===== src/rtl/psg_pkg.sv =====
// Shared types for the YM2149 PSG bus master: bus encodings, FSM states
// and the queued request record.
package psg_pkg;

  typedef enum logic [1:0] {
    PSG_INACTIVE = 2'b00,
    PSG_READ     = 2'b01,
    PSG_WRITE    = 2'b10,
    PSG_LATCH    = 2'b11
  } psg_bus_t;

  typedef enum logic [2:0] {
    ST_IDLE,
    ST_ADDR,
    ST_GAP1,
    ST_DATA,
    ST_GAP2
  } psg_state_t;

  typedef struct packed {
    logic       write;
    logic [3:0] addr;
    logic [7:0] data;
  } psg_req_t;

endpackage


===== src/rtl/psg_req_fifo.sv =====
// Synchronous request FIFO; not_full/empty are registered from the next count
// so they can drive handshake outputs directly.
module psg_req_fifo
  import psg_pkg::*;
#(
  parameter int FIFO_DEPTH = 4
) (
  input  logic     CLK,
  input  logic     RESET,
  input  logic     push,
  input  psg_req_t push_req,
  input  logic     pop,
  output psg_req_t head,
  output logic     not_full,
  output logic     empty,
  output logic     empty_nxt
);

  localparam int AW = $clog2(FIFO_DEPTH);
  localparam int CW = AW + 1;

  psg_req_t      mem [FIFO_DEPTH];
  logic [AW-1:0] wr_ptr;
  logic [AW-1:0] rd_ptr;
  logic [CW-1:0] count;
  logic [CW-1:0] count_nxt;

  always_comb count_nxt = count + CW'(push) - CW'(pop);

  assign empty_nxt = (count_nxt == '0);
  assign head      = mem[rd_ptr];

  always_ff @(posedge CLK) begin
    if (RESET) begin
      wr_ptr   <= '0;
      rd_ptr   <= '0;
      count    <= '0;
      not_full <= 1'b1;
      empty    <= 1'b1;
    end else begin
      if (push) wr_ptr <= wr_ptr + AW'(1);
      if (pop)  rd_ptr <= rd_ptr + AW'(1);
      count    <= count_nxt;
      not_full <= (count_nxt != CW'(FIFO_DEPTH));
      empty    <= empty_nxt;
    end
  end

  always_ff @(posedge CLK) begin
    if (push) mem[wr_ptr] <= push_req;
  end

endmodule


===== src/rtl/psg_bus_master.sv =====
// YM2149 register-port bus initiator: queued requests become latch/gap/data/gap
// BDIR/BC cycles. Optional address cache: PSG_MASTER_ADDR_CACHE_EN.
//
// state   | meaning
// IDLE    | waiting for a CE tick with a queued request
// ADDR    | latch address, held HOLD ticks
// GAP1    | bus inactive for one tick
// DATA    | write or read, held HOLD ticks; read data sampled on the last tick
// GAP2    | bus inactive for one tick, then IDLE
module psg_bus_master
  import psg_pkg::*;
#(
  parameter int FIFO_DEPTH = 4,
  parameter int HOLD       = 2
) (
  input  logic       CLK,
  input  logic       RESET,
  input  logic       CE,
  input  logic       REQ_VALID,
  output logic       REQ_READY,
  input  logic       REQ_WRITE,
  input  logic [3:0] REQ_ADDR,
  input  logic [7:0] REQ_DATA,
  output logic       RSP_VALID,
  output logic [7:0] RSP_DATA,
  output logic       BDIR,
  output logic       BC,
  output logic [7:0] DO,
  input  logic [7:0] DI,
  output logic       BUSY
);

  localparam logic [3:0] HOLD_M1 = 4'(HOLD - 1);

  psg_req_t   head;
  psg_state_t state;
  psg_bus_t   bus;
  logic       push;
  logic       pop;
  logic       empty;
  logic       empty_nxt;
  logic       hit;
  logic       busy_nxt;
  logic [3:0] cnt;
  logic       cur_write;
  logic [7:0] cur_data;

  assign push = REQ_VALID & REQ_READY;
  assign pop  = (state == ST_IDLE) & CE & ~empty;

  psg_req_fifo #(
    .FIFO_DEPTH(FIFO_DEPTH)
  ) u_fifo (
    .CLK      (CLK),
    .RESET    (RESET),
    .push     (push),
    .push_req ('{write: REQ_WRITE, addr: REQ_ADDR, data: REQ_DATA}),
    .pop      (pop),
    .head     (head),
    .not_full (REQ_READY),
    .empty    (empty),
    .empty_nxt(empty_nxt)
  );

`ifdef PSG_MASTER_ADDR_CACHE_EN
  logic [3:0] cache_addr;
  logic       cache_vld;
  assign hit = cache_vld & (cache_addr == head.addr);
`else
  assign hit = 1'b0;
`endif

  // BUSY must already be low on the edge that returns to IDLE with nothing queued.
  assign busy_nxt = ~empty_nxt | pop |
                    ((state != ST_IDLE) & ~((state == ST_GAP2) & CE));

  assign {BDIR, BC} = bus;

  always_ff @(posedge CLK) begin
    RSP_VALID <= 1'b0;
    if (RESET) begin
      state     <= ST_IDLE;
      cnt       <= '0;
      cur_write <= 1'b0;
      cur_data  <= '0;
      bus       <= PSG_INACTIVE;
      DO        <= '0;
      RSP_DATA  <= '0;
      BUSY      <= 1'b0;
`ifdef PSG_MASTER_ADDR_CACHE_EN
      cache_addr <= '0;
      cache_vld  <= 1'b0;
`endif
    end else begin
      BUSY <= busy_nxt;
      if (CE) begin
        case (state)
          ST_IDLE: begin
            if (!empty) begin
              cur_write <= head.write;
              cur_data  <= head.data;
              cnt       <= HOLD_M1;
              if (hit) begin
                state <= ST_DATA;
                bus   <= head.write ? PSG_WRITE : PSG_READ;
                DO    <= head.write ? head.data : 8'h00;
              end else begin
                state <= ST_ADDR;
                bus   <= PSG_LATCH;
                DO    <= {4'h0, head.addr};
`ifdef PSG_MASTER_ADDR_CACHE_EN
                cache_addr <= head.addr;
                cache_vld  <= 1'b1;
`endif
              end
            end
          end
          ST_ADDR: begin
            if (cnt == '0) begin
              state <= ST_GAP1;
              bus   <= PSG_INACTIVE;
              DO    <= 8'h00;
            end else begin
              cnt <= cnt - 4'd1;
            end
          end
          ST_GAP1: begin
            state <= ST_DATA;
            cnt   <= HOLD_M1;
            bus   <= cur_write ? PSG_WRITE : PSG_READ;
            DO    <= cur_write ? cur_data : 8'h00;
          end
          ST_DATA: begin
            if (cnt == '0) begin
              state <= ST_GAP2;
              bus   <= PSG_INACTIVE;
              DO    <= 8'h00;
              if (!cur_write) begin
                RSP_VALID <= 1'b1;
                RSP_DATA  <= DI;
              end
            end else begin
              cnt <= cnt - 4'd1;
            end
          end
          ST_GAP2: state <= ST_IDLE;
          default: state <= ST_IDLE;
        endcase
      end
    end
  end

endmodule


===== config.mk =====
export PLATFORM = sky130hd
export DESIGN_NAME = psg_bus_master
export DESIGN_NICKNAME = d
export VERILOG_FILES = /design/src/rtl/psg_pkg.sv /design/src/rtl/psg_req_fifo.sv /design/src/rtl/psg_bus_master.sv
export SDC_FILE = /design/constraint.sdc
export NUM_CORES = 1
export LEC_CHECK = 0
export ABC_CLOCK_PERIOD_IN_PS = 3300
export BUFFER_PORTS_ARGS = -buffer_cell sky130_fd_sc_hd__buf_2
export CAP_MARGIN = 20
export CORE_ASPECT_RATIO = 0.5
export CORE_UTILIZATION = 58
export DETAILED_ROUTE_END_ITERATION = 10
export GPL_TIMING_DRIVEN = 0
export HOLD_SLACK_MARGIN = 0.05
export PLACE_DENSITY = 0.79
export SLEW_MARGIN = 30
export SYNTH_ARGS = -nofsm -noshare
export SYNTH_HDL_FRONTEND = slang
export SYNTH_HIERARCHICAL = 1
export SYNTH_SLANG_ARGS = --single-unit

===== constraint.sdc =====
create_clock -name CLK -period 3.3 [get_ports CLK]
set_input_delay 0.66 -clock CLK [delete_from_list [all_inputs] [get_ports CLK]]
set_output_delay 0.66 -clock CLK [all_outputs]
set_load 0.005 [all_outputs]

Word level (Yosys, flattened, before mapping):

Memories as Yosys holds them, arrays and structs flattened. A register that Yosys moved wholly into a read port is not among the register bits.
Index checks and enable logic that the tools add are counted.

* flip-flop bits (word level): 45
* memory bits (writable): 52
* input port bits: 25
* output and inout port bits: 21
* word-level logic and storage cells: 76
* memories: 1

* $add $sub $neg: 5
* eq/ne operators: 10
* mux-type cells: 20
* bitwise gates (word level): 14
* reduce and logical (&&, ||, !) cells: 12

Memory list
* u_fifo.mem: words 4, width 13, read ports 1, clocked after Yosys merged registers in 1, write ports 1, line psg_req_fifo.sv:22 `psg_req_t mem [FIFO_DEPTH];`

Operators by type and width (count)
* $mux 8: 3
* $pmux 8 s3: 1
* $reduce_and 4->1: 4
* $pmux 3 s4: 1
* $pmux 4 s3: 1
* $mux 2: 5
* $mux 3: 3
* $mux 4: 2
* $ne 2x2->1 const B: 4
* $not 1->1: 7
* $eq 3x2->1 const B: 2
* $logic_not 3->1: 2
* $pmux 2 s3: 1
* $reduce_bool 3->1: 2
* $and 1x1->1: 5
* $add 2x1->2 const B: 2
* $logic_not 4->1: 1
* $reduce_or 4->1: 1
* $sub 4x1->4 const B: 1
* $add 3x1->3: 1
* $eq 3x1->1 const B: 1
* $eq 3x3->1 const B: 1
* $mux 1: 3
* $ne 3x3->1 const B: 1
* 5 further kinds: 6

Depth between registers and ports, before layout:

* depth after elaboration: 8
* depth in mapped cells: 12
* depth with buffers taken out: 10

Hierarchy:

The synthesis kept the hierarchy.

Modules (own cells, without submodules)
* psg_req_fifo: times used 1, cells an instance 114, area each 2386.0 µm², sequential area each 1781.7 µm²
* psg_bus_master: times used 1, cells an instance 187, area each 1657.8 µm², sequential area each 720.7 µm²

Worst setup path after synthesis:

OpenSTA, ideal clock, no wires.

* path type: input to register
* start: input port CE
* end: register u_fifo.not_full
* library setup time: 0.127 ns
* data arrival time: 2.989 ns
* data required time: 3.173 ns
* slack: 0.184 ns
* cell stages on the path: 10
* path buffers: 1
* cells stage by stage: or3b_2 clkbuf_1 nor2_1 ha_1 inv_1 ha_1 inv_1 fa_1 xnor3_1 or3_1

* word-level cells in the longest chain between the ends: 4

Ends and longest elaborated chain
* from (decl): line psg_bus_master.sv:18 `input logic CE,`
* $and 1x1->1 (2 in a row): line psg_bus_master.sv:49 `assign pop = (state == ST_IDLE) & CE & ~empty;`
* via pop: line psg_bus_master.sv:39 `logic pop;`
* $sub 3x1->3: line psg_req_fifo.sv:28 `always_comb count_nxt = count + CW'(push) - CW'(pop);`
* $ne 3x3->1: line psg_req_fifo.sv:44 `not_full <= (count_nxt != CW'(FIFO_DEPTH));`
* to (signal assigned): line psg_req_fifo.sv:44
* to (decl): line psg_req_fifo.sv:14 `output logic not_full,`

The timed path passes the listed nets, and every way through them passes these cells.
A chain may end at the register's enable or synchronous reset.

Worst setup path in the final report:

* start: register state[2]
* end: register BUSY

* word-level cells in the longest chain between the ends: 8
* elaborated cells between the ends (all ways): 13
* classes of those cells: add/sub (1); eq/ne (1); bitwise (8); reduce/logical (3)

Ends and longest elaborated chain
* from (decl): line psg_bus_master.sv:36 `psg_state_t state;`
* from (signal assigned): line psg_bus_master.sv:82 `state <= ST_IDLE;`
* from (signal assigned): line psg_bus_master.sv:104 `state <= ST_DATA;`
* from (signal assigned): line psg_bus_master.sv:108 `state <= ST_ADDR;`
* $logic_not 3->1: line psg_bus_master.sv:49
* $and 1x1->1 (2 in a row): line psg_bus_master.sv:49
* via pop: line psg_bus_master.sv:39
* $sub 3x1->3: line psg_req_fifo.sv:28
* $logic_not 3->1: line psg_req_fifo.sv:30 `assign empty_nxt = (count_nxt == '0);`
* via empty_nxt: line psg_bus_master.sv:41 `logic empty_nxt;`
* $not 1->1: line psg_bus_master.sv:74 `assign busy_nxt = ~empty_nxt | pop |`
* $or 1x1->1 (2 in a row): line psg_bus_master.sv:74
* to (signal assigned): line psg_bus_master.sv:95 `BUSY <= busy_nxt;`
* to (decl): line psg_bus_master.sv:30 `output logic BUSY`

The timed path passes the listed nets, and every way through them passes these cells.

==> metrics.yaml <==
cts_buffers: 9
multi_input_area_um2: 1440
cts_tree: "done"
setup_viol: 0
p_comb_frac: 0.242
synth_nets: 335
synth_seq_area_share: 0.619
critPathMaxFanout: 11
hold_violations: 0
worstSetupEndpointType: "flop"
p_total_uw: 3520
hold_buffers: 0
grt_use_total: 0.229
cp.required_ns: 3.47
seq_area_um2: 2500
path_cells: "clkbuf_1 > or3b_2 > nor2_4 > ha_1 > inv_1 > ha_1 > inv_1 > fa_1 > xor3_4 > nor2_1 > a41oi_1"
drive_above_1_share: 0.253
p_sw_frac: 0.280
rsz0062_at_grt: "no"
hold_class: "flop to flop"
max_cap_violations: 0
syn_to_final_growth_pct: 16.3
start_kind: "flop"
vias_per_cell: 5.73
dpl_cell_area_um2: 4380
crit_type: "flop to flop"
grt_max_degree: 17
finClkSkew_ns: 0.00591
grt_pass1_wl_um: 12000
slowest_stage: "or3b_2"
min_path_cells: 2
wire_per_inst_um: 17.4
power.leakage_uw: 0.00170
synth_area_um2: 4040
clk_path_buf_depth: 2
internal_power_uw: 2540
worst_slew_pin_slew_ns: 0.701
clkSlewWorstSetupHoldPaths_ns: 0.06
reg2reg_from: "state[2]$_SDFFE_PP0P_"
fin_nets: 389
cts_max_level: 3
die_h_um: 61.0
slew_headroom: 0.533
crit_arrival_ns: 3.29
min_from: "DO[6]$_SDFFE_PP0P_"
final_cell_mix: "edfxtp_1 (52), dfxtp_1 (47), buf_2 (47)"
period_share: 0.944
grtUsageMet1: 0.295
antenna_cells: 0
gr-max-usage-layer: "met2"
maxSlewViolCount: 0
reg2reg_depth: 11
firstDrtPassIters: 4
synth_warnings: 6
grt_util_met3: 0.0824
antenna_found_initial: 0
start_util: 0.604
syn_area_per_cell_um2: 13.4
fillers: 468
synthFlopType: "edfxtp_1"
slowest_delay_ns: 0.64
outcome: "finished, final reports clean"
async_flop_share: 0
p_sw_uw: 984
grt_pass1_vias: 2461
use_met2: 0.365
layout.cells.most_common: "edfxtp_1"
fmax_ghz: 0.321
grt-ovfl-total: 0
seqPwrFrac: 0.447
io_pins: 46
ys_ff_latch: 99
fin_area_um2: 4700
clock_latency_ns: 0.34
numClockSinks: 99
holdPathEnd: "DO[6]$_SDFFE_PP0P_"
fin_crit_ns: 3.12
die_w_um: 120
synth_cell_type_count: 49
die_area_um2: 7330
io_buffers: 45
root_buffer: "clkbuf_16"
peakVddDrop_mv: 0.481
postRouteAntennaNets: 0
synthCells: 301
drt_iter0_drc: 213
drt_wl_total_um: 7830
p_per_area_nw_per_um2: 749
dp_hpwl_um: 5310
ff2ff_setup_slack_ns: 0.18
drcViolationCount: 0
synth_edf_count: 52
clkPwrFrac: 0.311
core_area_um2: 6700
reg2reg_to: "BUSY$_SDFF_PP0_"
place_congestion: 0.893
rows: 21
num_vias: 2586
-- how the worst max path moves through the flow --
| stage | start | slack (ns) | endpoint |
|---|---|---|---|
| 3_3_place_gp | CE | -0.21 | BUSY$_SDFF_PP0_ |
| 3_5_place_dp | CE | -0.26 | BUSY$_SDFF_PP0_ |
| 4_1_cts | state[2]$_SDFFE_PP0P_ | 0.004 | BUSY$_SDFF_PP0_ |
| 5_1_grt | state[2]$_SDFFE_PP0P_ | 0.03 | BUSY$_SDFF_PP0_ |
| 2_1_floorplan | CE | 0.18 | u_fifo/not_full$_SDFF_PP1_ |
| 6_report | state[2]$_SDFFE_PP0P_ | 0.18 | BUSY$_SDFF_PP0_ |
-- stage by stage --
step	util	hold WS [ns]	setup TNS, ns	cells	setup WS (ns)
2_1_floorplan	-	0.446	0	301	0.184
3_3_place_gp	0.654	0.439	-0.413	438	-0.205
3_5_place_dp	0.654	0.448	-0.520	438	-0.260
4_1_cts	0.701	0.457	0	453	0.00427
5_1_grt	0.702	0.477	0	451	0.0309
6_report	0.702	0.454	0	451	0.184
-- power by group through the flow --
stage	Combinational, uW	Clock, uW	Sequential [uW]
2_1_floorplan	617	0	1570
3_3_place_gp	798	0	1580
3_5_place_dp	821	0	1600
4_1_cts	840	1110	1570
5_1_grt	935	1160	1590
6_report	851	1100	1570
-- metal layers --
layer | wire length, um | vias up
li1 | - | 1226
met1 | 3490 | 1262
met2 | 3690 | 83
met3 | 538 | 15
met4 | 112 | 0
met5 | 0 | -
-- layout make-up --
type / instances / area share
inverters: 9 / 0.00718
repair buffers: 45 / 0.0479
clock buffers: 9 / 0.0479
plain buffers: 15 / 0.0157
flip-flops and latches: 99 / 0.532
clock inverters: 6 / 0.0189
well taps: 92 / 0.0245
multi-input cells: 176 / 0.306
-- kinds of logic after synthesis --
family          count (synthesis)  synth area share
compound gates                 45            0.0752
xor+xnor                        4            0.0167
fa+ha+maj                       9            0.0297
buf+inv                        26            0.0285
flops                          99             0.619
mux                            26             0.105
simple gates                   92             0.127
-- registers in the layout, indices dropped and copies added, names as in the netlist, named ones only --
register         flops
u_fifo/count         3
u_fifo/wr_ptr        2
u_fifo/empty         1
state                3
RSP_VALID            1
cnt                  4
bus                  2
u_fifo/rd_ptr        2
DO                   8
RSP_DATA             8
BUSY                 1
u_fifo/not_full      1
cur_data             8
cur_write            1
u_fifo/mem          52
-- cells in the mapped netlist, types with 2 or more instances --
| cell type | n | share of area |
|---|---|---|
| nor3_1 | 3 | 0.0037 |
| and4bb_2 | 2 | 0.0062 |
| xnor2_1 | 2 | 0.0043 |
| buf_2 | 2 | 0.0025 |
| dfxtp_1 | 47 | 0.23 |
| ha_1 | 8 | 0.025 |
| a21oi_1 | 14 | 0.017 |
| nor2_1 | 10 | 0.0093 |
| o31ai_1 | 2 | 0.0037 |
| o32ai_1 | 4 | 0.0087 |
| nor4_1 | 2 | 0.0031 |
| nand3b_1 | 2 | 0.0037 |
| a31oi_1 | 6 | 0.0093 |
| o21ai_0 | 10 | 0.012 |
| buf_6 | 2 | 0.0056 |
| nand3_1 | 15 | 0.019 |
| mux2i_1 | 13 | 0.032 |
| nor2b_1 | 9 | 0.014 |
| mux4_2 | 13 | 0.072 |
| or3b_2 | 3 | 0.0065 |
| and2_1 | 6 | 0.0093 |
| edfxtp_1 | 52 | 0.39 |
| clkbuf_1 | 13 | 0.012 |
| inv_1 | 9 | 0.0084 |
| o221a_1 | 2 | 0.0056 |
| nand2_1 | 24 | 0.022 |
| nand2b_1 | 4 | 0.0062 |
-- repair_timing --
action / 4_1_cts / 5_1_grt
gates resized for setup: 0 / 2
setup endpoints to repair: 0 / 2
setup buffers: 0 / 0
-- critical path, delay by kind of cell (launching register included) --
kind	cells	cell delay, ns
AO/OA/AOI/OAI	1	0.13
flip-flops	1	0.30
adder cells (fa/ha/maj)	3	0.78
XOR/XNOR	1	0.48
buffers and inverters	3	0.30
AND/OR/NAND/NOR	3	0.96
Power figures use the tool's default switching activity.
